<file path="src/rtl/fetch_pkg.sv">
`default_nettype none
// ============================================================================
// fetch_pkg : shared types and constants for the instruction fetch front end
// Revision  : 1.0
// ============================================================================
package fetch_pkg;

  typedef logic [11:0] pc_t;

  typedef struct packed {
    logic [31:0] instr;
    pc_t         pc;
  } fetch_entry_t;

  localparam pc_t PC_STEP       = 12'd4;
  localparam int  FETCH_Q_DEPTH = 2;

endpackage
`default_nettype wire

</file>
<file path="src/rtl/fetch_queue.sv">
`default_nettype none
// ============================================================================
// fetch_queue : 2-entry FIFO of fetched words with synchronous flush
// Revision    : 1.0
// ============================================================================
module fetch_queue
  import fetch_pkg::*;
(
  input  logic         clk,
  input  logic         rst,
  input  logic         i_flush,
  input  logic         i_push,
  input  fetch_entry_t i_entry,
  input  logic         i_pop,
  output fetch_entry_t o_head,
  output logic         o_valid,
  output logic [1:0]   o_count
);

  fetch_entry_t r_head;
  fetch_entry_t r_tail;
  logic [1:0]   r_count;

  // Flush only clears the count; the head data is kept so the outputs hold.
  always_ff @(posedge clk) begin
    if (rst) begin
      r_head  <= '0;
      r_tail  <= '0;
      r_count <= 2'd0;
    end else if (i_flush) begin
      r_count <= 2'd0;
    end else begin
      case (r_count)
        2'd0: begin
          if (i_push) begin
            r_head  <= i_entry;
            r_count <= 2'd1;
          end
        end
        2'd1: begin
          if (i_push && i_pop) begin
            r_head <= i_entry;
          end else if (i_push) begin
            r_tail  <= i_entry;
            r_count <= 2'd2;
          end else if (i_pop) begin
            r_count <= 2'd0;
          end
        end
        default: begin
          if (i_pop) begin
            r_head <= r_tail;
            if (i_push) begin
              r_tail <= i_entry;
            end else begin
              r_count <= 2'd1;
            end
          end
        end
      endcase
    end
  end

  assign o_head  = r_head;
  assign o_valid = (r_count != 2'd0);
  assign o_count = r_count;

`ifndef SYNTHESIS
  a_no_overflow: assert property (@(posedge clk) disable iff (rst)
    !(i_push && !i_pop && !i_flush && (r_count == 2'(FETCH_Q_DEPTH))));
`endif

endmodule
`default_nettype wire

</file>
<file path="src/rtl/instr_fetch.sv">
`default_nettype none
// ============================================================================
// instr_fetch : fetch PC, ROM read issue, PC tagging and 2-deep word queue
// Revision    : 1.0
// ============================================================================
module instr_fetch
  import fetch_pkg::*;
#(
  parameter pc_t RESET_PC = 12'h000
)
(
  input  logic        clk_in,
  input  logic        rst_in,
  output logic [11:0] rom_addr_out,
  input  logic [31:0] rom_instr_in,
  input  logic        redirect_valid_in,
  input  logic [11:0] redirect_pc_in,
  output logic        instr_valid_out,
  output logic [31:0] instr_out,
  output logic [11:0] pc_out,
  input  logic        instr_ready_in
);

  pc_t          r_fetch_pc;
  pc_t          r_inflight_pc;
  logic         r_inflight;

  logic         w_pop;
  logic         w_push;
  logic         w_issue;
  logic [2:0]   w_outstanding;
  logic [1:0]   w_q_count;
  logic         w_q_valid;
  fetch_entry_t w_q_head;
  fetch_entry_t w_capture;

  // Credit: queued + in flight, less what decode takes now, must leave a slot.
  assign w_pop         = w_q_valid && instr_ready_in;
  assign w_outstanding = {1'b0, w_q_count} + {2'b00, r_inflight} - {2'b00, w_pop};
  assign w_issue       = !redirect_valid_in && (w_outstanding < 3'(FETCH_Q_DEPTH));
  assign w_push        = r_inflight && !redirect_valid_in;
  assign w_capture     = '{instr: rom_instr_in, pc: r_inflight_pc};

  always_ff @(posedge clk_in) begin
    if (rst_in) begin
      r_fetch_pc    <= RESET_PC;
      r_inflight_pc <= '0;
      r_inflight    <= 1'b0;
    end else if (redirect_valid_in) begin
      r_fetch_pc <= {redirect_pc_in[11:2], 2'b00};
      r_inflight <= 1'b0;
    end else if (w_issue) begin
      r_inflight_pc <= r_fetch_pc;
      r_fetch_pc    <= r_fetch_pc + PC_STEP;
      r_inflight    <= 1'b1;
    end else begin
      r_inflight <= 1'b0;
    end
  end

  fetch_queue u_fetch_queue (
    .clk     (clk_in),
    .rst     (rst_in),
    .i_flush (redirect_valid_in),
    .i_push  (w_push),
    .i_entry (w_capture),
    .i_pop   (w_pop),
    .o_head  (w_q_head),
    .o_valid (w_q_valid),
    .o_count (w_q_count)
  );

  assign rom_addr_out    = r_fetch_pc;
  assign instr_valid_out = w_q_valid;
  assign instr_out       = w_q_head.instr;
  assign pc_out          = w_q_head.pc;

endmodule
`default_nettype wire

</file>
<file path="config.mk">
export PLATFORM = sky130hd
export DESIGN_NAME = instr_fetch
export DESIGN_NICKNAME = d
export VERILOG_FILES = /design/src/rtl/fetch_pkg.sv /design/src/rtl/fetch_queue.sv /design/src/rtl/instr_fetch.sv
export SDC_FILE = /design/constraint.sdc
export NUM_CORES = 1
export LEC_CHECK = 0
export CORE_UTILIZATION = 38
export CTS_CLUSTER_DIAMETER = 40
export DETAILED_ROUTE_END_ITERATION = 16
export HOLD_SLACK_MARGIN = 0.06
export PLACE_DENSITY = 0.74
export SETUP_SLACK_MARGIN = 0.5
export SLEW_MARGIN = 15
export SYNTH_ARGS = -nofsm -noshare
export SYNTH_HDL_FRONTEND = slang
export SYNTH_SLANG_ARGS = --single-unit
</file>
<file path="constraint.sdc">
create_clock -name clk_in -period 3.1 [get_ports clk_in]
set_clock_uncertainty 0.1 [all_clocks]
set_input_delay 0.775 -clock clk_in [delete_from_list [all_inputs] [get_ports clk_in]]
set_output_delay 0.775 -clock clk_in [all_outputs]
set_load 0.02 [all_outputs]
</file>
==> key figures <==
Synthesis
  – Synth Register Bits: 107
  – Ys async rst share: 0%
  – Top_reg_cell synth: dfxtp_1
  – Avg Cell Area, Syn: 8.942 um2
  – Sequential cell area fraction in the yosys report: about half
  – Synth warn: 0
  – Mapped Area: between 4000 and 5000 um2
  – Post-synth cell types: 36
  – Post-synth EDFFs: 0
  – Post-synthesis cell count: between 400 and 500

Die
  – Die X: between 100 and 150 um
  – Starting Density: between 30% and 40%
  – Die H: approximately 110 um
  – Die Area: about 12000 um2
  – Core box area: ~11000 um2
  – Row count: 39
  – I/O pin count: approximately 110

Place
  – Dpl cell area: around 5600 um2
  – GPL Wtd Cong: just over 0.8
  – Port Buffers: a little under 100
  – Placed cells: between 700 and 800
  – Hpwl dp: 6811 um
  – Place WS: -146.0 ps

GRT
  – M3 GR Usage: under 10%
  – Top Usage Layer GRT: met2
  – Pin count of the biggest net entering global routing: between 80 and 90
  – First-pass GRT wire length: 16730 um
  – M2 GR Usage: 29.59%
  – Residual overflow from global routing: 0
  – Gr usage total: between 10% and 20%
  – Initial antenna violation count: 0
  – Met1 Usage GRT: a little over a fifth
  – Vias in the first global route: approximately 3.5k

Clock tree
  – CTS Buf Count: 9
  – Clk Tree Root Cell: clkbuf_16
  – Cts hold-fix bufs: 0
  – CTS Buffer Depth: 2
  – Clock slew at reported path FFs: about 70 ps
  – H-tree depth: 3
  – Skew-Pair Late Insertion Delay: 330 ps
  – # clock sinks: around 110
  – TritonCTS clock tree: built

Power
  – Logic gate share of total power: 12.0%
  – Tot Pwr: 2.974 mW
  – Leak Pwr: about 2.0 nW
  – Net Sw Frac: 24.30%
  – Flop pwr share: 49.2%
  – PwrDens: 503.5 nW/um2
  – Int Power: between 2 and 2.5 mW
  – Switch Pwr: 722.7 uW
  – Power share of the clock group: ~39%
  – Worst VDD drop: 244.7 uV

Hold path
  – Min-Delay Path Class: flip-flop to flip-flop

STA
  – RSZ-0062 raised after global routing: false
  – Slew Viols, Final: 0
  – Fin. Hold Viols: 0
  – # setup viols final: 0
  – Least-Margin Pin Slew: between 500 and 600 ps
  – Maximum clock rate: approximately 420 MHz
  – Slack of the critical path: between 700 and 800 ps
  – Final worst-path cycle share: between 70% and 80%
  – Fin crit period: about 2400 ps
  – Max-slew headroom at the worst pin: between 60% and 70%

Critical path
  – CP Launch Type: input pin
  – WP data required: 3270 ps
  – Arrival time at the worst endpoint: between 2000 and 3000 ps
  – Worst Path Max Fanout: 4
  – Crit path capture type: flip-flop
  – CP Class: input pin to flip-flop

Detailed routing
  – Vias: roughly 3.7k
  – Routed Antenna Nets: 0
  – DRC Markers: 0
  – DR vias/cell: just over 5
  – Starting DRT DRC Count: around 280
  – Drt total wl: 10280 um
  – TritonRoute pass-1 iters: 4
  – Routed wire per std cell: around 14 um

Finish
  – # diodes: 0
  – Final-stage net count: 632
  – Layout cells sized above 1: roughly 7.8%
  – Final non-filler cell area: about 5900 um2
  – Multi-input logic area: between 2000 and 2500 um2
  – Non-Filler Instances: 730
  – Register area: between 2000 and 2500 um2
  – Layout Utilization: around half
  – Fill count: around 1.1k
  – P&R area growth vs syn: 32.65%

Outcome
  – Status: complete, no violations

Run
  – MaxCap Viol Count: 0
[layer usage]
layer | vias up | share of wire [%]
met5 | - | 0
met4 | 0 | 1.2
met3 | 10 | 3.6
met2 | 78 | 48
met1 | 1719 | 47
li1 | 1878 | -
[logic make-up after synthesis]
family          count (synthesis)  synth area share, %
xor+xnor                        9                1.939
mux                            52                11.69
flops                         107                48.10
fa+ha+maj                       2               0.7305
other cells                     1              0.08421
buf+inv                        47                5.928
simple gates                  173                15.73
compound gates                107                15.79
[critical path, stage by stage]
cell      delay (ps)
clkbuf_2         120
nor2b_2          180
o21ai_2           90
fa_2             620
and3_4           210
nand2_1           60
or3_1            350
a31oi_1          150
[area by class of cell]
class,count,share of cell area [%]
Timing Repair Buffer,114,19.61
Tap cell,143,3.029
Clock inverter,6,1.059
Clock buffer,10,4.046
Sequential cell,107,36.33
Inverter,3,0.1906
Multi-Input combinational cell,347,35.73
[worst paths after layout]
kind,depth (start not counted),from,to,slack [ps]
min reg2reg,2,u_fetch_queue.r_tail[41],u_fetch_queue.r_tail[41],350
max,8,instr_ready_in,rom_addr_out[11],700
max reg2reg,8,u_fetch_queue.o_count[1],rom_addr_out[11],770
min,2,u_fetch_queue.r_tail[41],u_fetch_queue.r_tail[41],350
[cells in the mapped netlist, types with 2 or more instances]
master | number | share of area [%]
buf_2 | 13 | 1.5
mux2i_1 | 52 | 12
nand2_1 | 89 | 7.5
o21ai_0 | 5 | 0.56
a211oi_1 | 50 | 8.4
dfxtp_1 | 107 | 48
nor2_1 | 64 | 5.4
xnor2_1 | 2 | 0.39
buf_6 | 6 | 1.5
clkbuf_1 | 18 | 1.5
or3_1 | 2 | 0.28
a31oi_1 | 2 | 0.28
buf_4 | 7 | 1.2
inv_1 | 3 | 0.25
nand4_1 | 5 | 0.70
nand3_1 | 5 | 0.56
xor2_1 | 6 | 1.2
a311oi_1 | 2 | 0.39
a21oi_1 | 43 | 4.8
[cells in the final DEF (no fill, tap or decap), types with 4 or more instances in the layout]
master | synthesis | routed
clkdlybuf4s50_1 | 0 | 95
a21oi_1 | 43 | 43
a211oi_1 | 50 | 50
clkbuf_16 | 0 | 9
o21ai_0 | 5 | 4
mux2i_1 | 52 | 52
nand4_1 | 5 | 5
nand3_1 | 5 | 5
conb_1 | 1 | 4
nor2_1 | 64 | 63
dfxtp_1 | 107 | 106
nand2_1 | 89 | 88
buf_4 | 7 | 12
xor2_1 | 6 | 6
buf_12 | 0 | 5
[registers in the layout (all words and copies together) (netlist names)]
signal	count
u_fetch_queue.o_head	42
u_fetch_queue.r_tail	42
r_inflight_pc	10
u_fetch_queue.o_count	2
r_inflight	1
rom_addr_out	10
[timing repair]
| action | CTS | global route |
|---|---|---|
| endpoints found under the setup margin | 22 | 5 |
| resized for setup | 4 | 3 |
| setup buffers | 0 | 0 |
[per-stage QoR]
step / TNS, ps / hold WS (ps)
final: 0 / 353.6
after global routing: 0 / 370.2
after CTS: 0 / 355.9
after detailed placement: -512.7 / 346.1
after global placement: -114.7 / 341.2
after floorplan: 0 / 336.0
[power by group through the flow]
stage	clock network, mW	registers (mW)	logic, mW
finish	1.15	1.46	0.357
global route	1.24	1.47	0.387
CTS	1.19	1.46	0.360
detailed placement	0	1.49	0.358
global placement	0	1.49	0.352
floorplan	0	1.53	0.140
Note: power is estimated with default switching activity, not from simulation.
